`src/rtl/seq_det_pkg.sv`:
```
`default_nettype none
// ============================================================================
// Module      : seq_det_pkg
// Description : Shared constants and helpers for the serial sequence detector.
// Revision    : 1.0 - initial release
// ============================================================================
package seq_det_pkg;

    localparam int MODE_MEALY = 0;
    localparam int MODE_MOORE = 1;

    // Ceiling log2, usable in constant expressions for port widths.
    function automatic int clog2(input int value);
        int r;
        r = 0;
        for (int v = value - 1; v > 0; v = v >> 1) begin
            r = r + 1;
        end
        return r;
    endfunction

    // Pattern length must be 2..16 bits.
    function automatic bit pat_w_legal(input int w);
        return (w >= 2) && (w <= 16);
    endfunction

endpackage
`default_nettype wire

```
`src/rtl/sat_counter.sv`:
```
`default_nettype none
// ============================================================================
// Module      : sat_counter
// Description : Saturating up-counter with synchronous clear (clear wins).
// Revision    : 1.0 - initial release
// ============================================================================
module sat_counter #(
    parameter int W = 8
) (
    input  logic         clk,
    input  logic         Reset,
    input  logic         i_inc,
    input  logic         i_clr,
    output logic [W-1:0] o_q
);

    localparam logic [W-1:0] c_MAX = '1;
    localparam logic [W-1:0] c_ONE = W'(1);

    logic [W-1:0] r_q;

    // Count up on i_inc, stick at all ones, clear has priority.
    always_ff @(posedge clk or posedge Reset) begin
        if (Reset) begin
            r_q <= '0;
        end else if (i_clr) begin
            r_q <= '0;
        end else if (i_inc && (r_q != c_MAX)) begin
            r_q <= r_q + c_ONE;
        end
    end

    assign o_q = r_q;

endmodule
`default_nettype wire

```
`src/rtl/seq_detector_param.sv`:
```
`default_nettype none
// ============================================================================
// Module      : seq_detector_param
// Description : Runtime-loadable serial pattern detector with Mealy/Moore
//               output, overlapping/non-overlapping detection and a
//               saturating match counter. State is implicit in hist + fill.
// Revision    : 1.0 - initial release
// ============================================================================
module seq_detector_param
    import seq_det_pkg::*;
#(
    parameter int               PAT_W     = 4,
    parameter logic [PAT_W-1:0] PAT_RESET = PAT_W'(4'b1011),
    parameter int               CNT_W     = 8,
    parameter int               MOORE     = 0
) (
    input  logic                         clk,
    input  logic                         Reset,
    input  logic                         Din,
    input  logic                         Din_valid,
    input  logic                         pat_load,
    input  logic [PAT_W-1:0]             pat_in,
    input  logic                         overlap,
    input  logic                         clr_count,
    output logic                         Dout,
    output logic [CNT_W-1:0]             match_count,
    output logic [clog2(PAT_W+1)-1:0]    fill
);

    localparam int FILL_W = clog2(PAT_W + 1);
    localparam logic [FILL_W-1:0] c_FILL_MAX = FILL_W'(PAT_W);
    localparam logic [FILL_W-1:0] c_FILL_THR = FILL_W'(PAT_W - 1);
    localparam logic [FILL_W-1:0] c_FILL_ONE = FILL_W'(1);

    if (!pat_w_legal(PAT_W)) begin : g_bad_pat_w
        $error("seq_detector_param: PAT_W must be in 2..16");
    end

    logic [PAT_W-1:0] r_pattern;
    // Only the newest PAT_W-1 bits are ever compared, so the oldest
    // history bit is not stored.
    logic [PAT_W-2:0] r_hist;
    logic [FILL_W-1:0] r_fill;

    logic [PAT_W-1:0] w_shift;
    logic             w_accept;
    logic             w_match;

    assign w_shift  = {r_hist, Din};
    assign w_accept = Din_valid & ~pat_load;
    assign w_match  = w_accept & (r_fill >= c_FILL_THR) & (w_shift == r_pattern);

    // Pattern register, history shifter and fill counter.
    always_ff @(posedge clk or posedge Reset) begin
        if (Reset) begin
            r_pattern <= PAT_RESET;
            r_hist    <= '0;
            r_fill    <= '0;
        end else if (pat_load) begin
            r_pattern <= pat_in;
            r_hist    <= '0;
            r_fill    <= '0;
        end else if (w_accept) begin
            if (w_match && !overlap) begin
                r_hist <= '0;
                r_fill <= '0;
            end else begin
                r_hist <= w_shift[PAT_W-2:0];
                if (r_fill != c_FILL_MAX) begin
                    r_fill <= r_fill + c_FILL_ONE;
                end
            end
        end
    end

    if (MOORE == MODE_MOORE) begin : g_moore
        logic r_dout;
        // Registered match pulse, one cycle after the final bit.
        always_ff @(posedge clk or posedge Reset) begin
            if (Reset) begin
                r_dout <= 1'b0;
            end else begin
                r_dout <= w_match;
            end
        end
        assign Dout = r_dout;
    end else begin : g_mealy
        assign Dout = w_match;
    end

    sat_counter #(
        .W (CNT_W)
    ) u_match_cnt (
        .clk   (clk),
        .Reset (Reset),
        .i_inc (w_match),
        .i_clr (clr_count),
        .o_q   (match_count)
    );

    assign fill = r_fill;

endmodule
`default_nettype wire
```
`config.mk`:
```
export PLATFORM = sky130hd
export DESIGN_NAME = seq_detector_param
export DESIGN_NICKNAME = d
export VERILOG_FILES = /design/src/rtl/seq_det_pkg.sv /design/src/rtl/sat_counter.sv /design/src/rtl/seq_detector_param.sv
export SDC_FILE = /design/constraint.sdc
export NUM_CORES = 1
export LEC_CHECK = 0
export BUFFER_PORTS_ARGS = -buffer_cell sky130_fd_sc_hd__buf_4
export CAP_MARGIN = 20
export CORE_MARGIN = 5
export CORE_UTILIZATION = 57
export DETAILED_ROUTE_END_ITERATION = 10
export PLACE_DENSITY_LB_ADDON = 0.05
export REMOVE_ABC_BUFFERS = 1
export SYNTH_ARGS = -nofsm -noshare
export SYNTH_HDL_FRONTEND = slang
export SYNTH_HIERARCHICAL = 1
export SYNTH_SLANG_ARGS = --single-unit
```
`constraint.sdc`:
```
create_clock -name clk -period 3.75 [get_ports clk]
set_clock_uncertainty 0.2 [all_clocks]
set_input_delay 0.75 -clock clk [delete_from_list [all_inputs] [get_ports clk]]
set_output_delay 0.75 -clock clk [all_outputs]
set_load 0.03 [all_outputs]
```
==> results.py <==
metrics = {
    "clock_tree": {
        "clk_pin_slew_ps": 100,
        "clock_latency_ps": 300,
        "post_cts_resized": 0,
        "cts_tree": "yes",
        "clk_path_buf_depth": 2,
        "hold_buffers": 0,
        "post_cts_buffers": 0,
        "cts.sinks": 18,
        "cts_made_buffers": 3,
        "cts_max_level": 1,
        "cts-root-buf": "clkbuf_4",
    },
    "detailed_routing": {
        "ant_nets": 0,
        "drtIter0Drc": 17,
        "num_vias": 838,
        "routed_wl_mm": 2.152,
        "drc_errors": 0,
        "drt-pass1-iter-count": 4,
        "wl_per_cell_um": 14.07,
        "drt-vias-per-instance": 5.477,
    },
    "grt": {
        "grtUsageTotal": 0.1755,
        "grt_remaining_overflow": 0,
        "antenna_found_initial": 0,
        "grt_pass1_vias": 842,
        "grt_max_degree": 12,
        "grt_pass1_wl_mm": 3.594,
    },
    "power_and_ir_drop": {
        "p_switching_mw": 0.1059,
        "intPower_mw": 0.2952,
        "p_seq_frac": 0.536,
        "power_density_mw_per_mm2": 307.1,
        "clockPowerShare": 0.292,
        "p_leak_nw": 0.6093,
        "irDropWorstVdd_mv": 0.3199,
        "p_comb_frac": 0.173,
        "p_sw_frac": 0.2640,
    },
    "critical_path": {
        "critPathCaptureType": "primary output",
        "crit_chain": "ha_1 -> ha_1 -> a211o_1 -> nand4_4 -> nor2_1 -> buf_4",
        "crit_arrival_ps": 1940,
        "crit_path_max_fanout": 7,
        "crit_path_top_delay_cell": "dfrtp_1",
        "crit_top_cell": "ha_1",
        "cp_num_buf_inv": 1,
        "critPathLaunchType": "flip-flop",
        "crit_required_ps": 2800,
        "crit_type": "flip-flop to primary output",
        "crit_family": "simple AND/OR/NAND/NOR gates",
        "max_stage_delay_ps": 460,
    },
    "floorplan": {
        "row_count": 15,
        "fp.dieW_um": 53.78,
        "core_area_sq_mm": 0.001783,
        "pin_count": 23,
        "die_y_um": 53.78,
        "dieArea_sq_mm": 0.002892,
        "initial_utilization": 0.6126,
    },
    "cells_and_area": {
        "layout_common_cells": "buf_4, dfrtp_1, nand2_1",
        "layout_commonest_cell": "buf_4",
        "n_antenna_cell": 0,
        "fill_cells": 140,
        "area_delta_synth_final_pct": 19.59,
        "nNetsFinal": 144,
        "post-route-util": 0.7326,
        "drive_above_1_share": 0.3516,
        "fin_cells": 153,
        "fin_area_sq_mm": 0.001306,
    },
    "synth": {
        "synth_seq_cells": 18,
        "synth.avg_cell_area_sq_um": 10.40,
        "yosysWarnings": 6,
        "seq_area_frac_synth": 0.4158,
        "syn_area_sq_mm": 0.001092,
        "ys_top_cells_by_area": "dfrtp_1, dfstp_2, mux2_4, ha_1, mux2_2",
        "synth_top_cell_area_share": 0.3436,
        "synth_cells": 105,
        "synth_top_area_cell": "dfrtp_1",
        "synth.distinct_cells": 36,
    },
    "placement": {
        "io_buffers": 22,
        "hpwl_mm": 1.646,
        "place_inst": 149,
        "dpl_cell_area_sq_mm": 0.001270,
        "gp_congestion": 0.8307,
    },
    "sta": {
        "fin_crit_sh": 0.7695,
        "tns_ps": 0,
        "fin_crit_ps": 2885,
        "hold_viol_final": 0,
        "finalSetupViolCount": 0,
        "relSlewSlack": 0.7522,
        "worst_pin_slew_ps": 371.3,
        "drv_slew": 0,
        "grt_setup_unrepaired": "false",
        "fmax_mhz": 346.6,
    },
    "hold_path": {
        "hold_class": "input port to async pin",
    },
    "run": {
        "maxCapViolations": 0,
    },
    "run_status": {
        "outcome": "finished clean",
    },
}
-- path summary, 6_finish.rpt --
path	startpoint	to	slack [ps]	cells past startpoint
setup / recovery	fill[1]$_DFFE_PP0P_	Dout	860	6
setup reg to reg	fill[1]$_DFFE_PP0P_	u_match_cnt/o_q[5]$_DFFE_PP0P_	1170	8
hold / removal	Reset	u_match_cnt/o_q[2]$_DFFE_PP0P_	190	2
hold reg to reg	r_pattern[2]$_DFFE_PP0P_	r_pattern[2]$_DFFE_PP0P_	350	1
min in group clk	r_pattern[2]$_DFFE_PP0P_	r_pattern[2]$_DFFE_PP0P_	350	1
max in group asynchronous	Reset	r_pattern[3]$_DFFE_PP1P_	2820	2
-- metal layers --
layer,GRT usage,share of wire
met1,0.2157,0.48
met4,0.06383,0.014
met5,0,0
met2,0.2843,0.46
met3,0.05817,0.047
-- stage by stage --
step / setup WS, ps / power, mW / hold slack [ps]
4_1_cts: 834.2 / 0.4071 / 194.5
2_1_floorplan: 845.2 / 0.2621 / 302.1
6_report: 864.5 / 0.4012 / 190.7
3_3_place_gp: 993.9 / 0.2861 / 323.5
3_5_place_dp: 949.9 / 0.2886 / 331.4
5_1_grt: 682.5 / 0.4266 / 206.6
-- synthesized netlist by cell type --
| master | n |
|---|---|
| o21ai_0 | 3 |
| a211oi_2 | 1 |
| o311a_1 | 1 |
| dfstp_2 | 3 |
| nor2_1 | 5 |
| o211a_1 | 1 |
| nand3_1 | 5 |
| nor2_2 | 1 |
| mux2i_1 | 1 |
| nand3b_4 | 1 |
| o21bai_1 | 1 |
| nor3_1 | 1 |
| and4_1 | 1 |
| nor2b_1 | 5 |
| o2bb2ai_1 | 1 |
| nand2_1 | 11 |
| a21boi_2 | 1 |
| a2111oi_2 | 1 |
| nand4b_1 | 1 |
| clkbuf_1 | 2 |
| ha_1 | 4 |
| buf_6 | 1 |
| xnor2_1 | 4 |
| mux2_4 | 4 |
| nand2b_1 | 1 |
| nand4_4 | 1 |
| mux2_2 | 4 |
| dfrtp_1 | 15 |
| and3_1 | 1 |
| nand4_1 | 2 |
| o211ai_1 | 3 |
| inv_1 | 7 |
| and2b_1 | 1 |
| a211o_1 | 1 |
| a21oi_1 | 7 |
| a21oi_2 | 2 |
-- kinds of logic (layout without fill, tap and decap cells) --
kind of cell               after synthesis  count (layout)  synth area share
and+or+nand+nor                         37              37            0.2005
muxes                                    9               9            0.1054
buffers and inverters                   10              33           0.04124
xor gates and xnor gates                 4               4           0.03207
DFF                                     18              18            0.4158
adders and majority gates                4               4           0.04582
AOI/OAI and AO/OA                       23              23            0.1592
-- cell type report --
cell class	count	area (sq um)	share of cell area
flip-flops and latches	18	454.2	0.3477
well taps	25	31.28	0.02395
inverters	7	26.28	0.02011
multi-input cells	77	593.1	0.4540
repair buffers	22	165.2	0.1264
clock buffers	4	36.28	0.02778
-- sequential cells by signal, indices dropped and copies added (netlist names) --
signal and cells:
u_match_cnt/o_q 8, r_pattern 4, fill 3, r_hist 3
-- power groups by stage --
stage / registers (mW) / logic (mW) / clock network, mW
2_1_floorplan: 0.223 / 0.0391 / 0
5_1_grt: 0.217 / 0.0776 / 0.132
3_3_place_gp: 0.218 / 0.0682 / 0
3_5_place_dp: 0.219 / 0.0699 / 0
4_1_cts: 0.215 / 0.0701 / 0.122
6_report: 0.215 / 0.0693 / 0.117
-- worst reg2reg max path: stages (launching register included) --
cell and delay [ps]:
dfrtp_1 460, ha_1 200, ha_1 140, a211o_1 150, nand4_4 160, nor2_1 310, nand4_1 260, a211oi_2 290
mux2_4 310
Note: power is estimated with default switching activity, not from simulation.
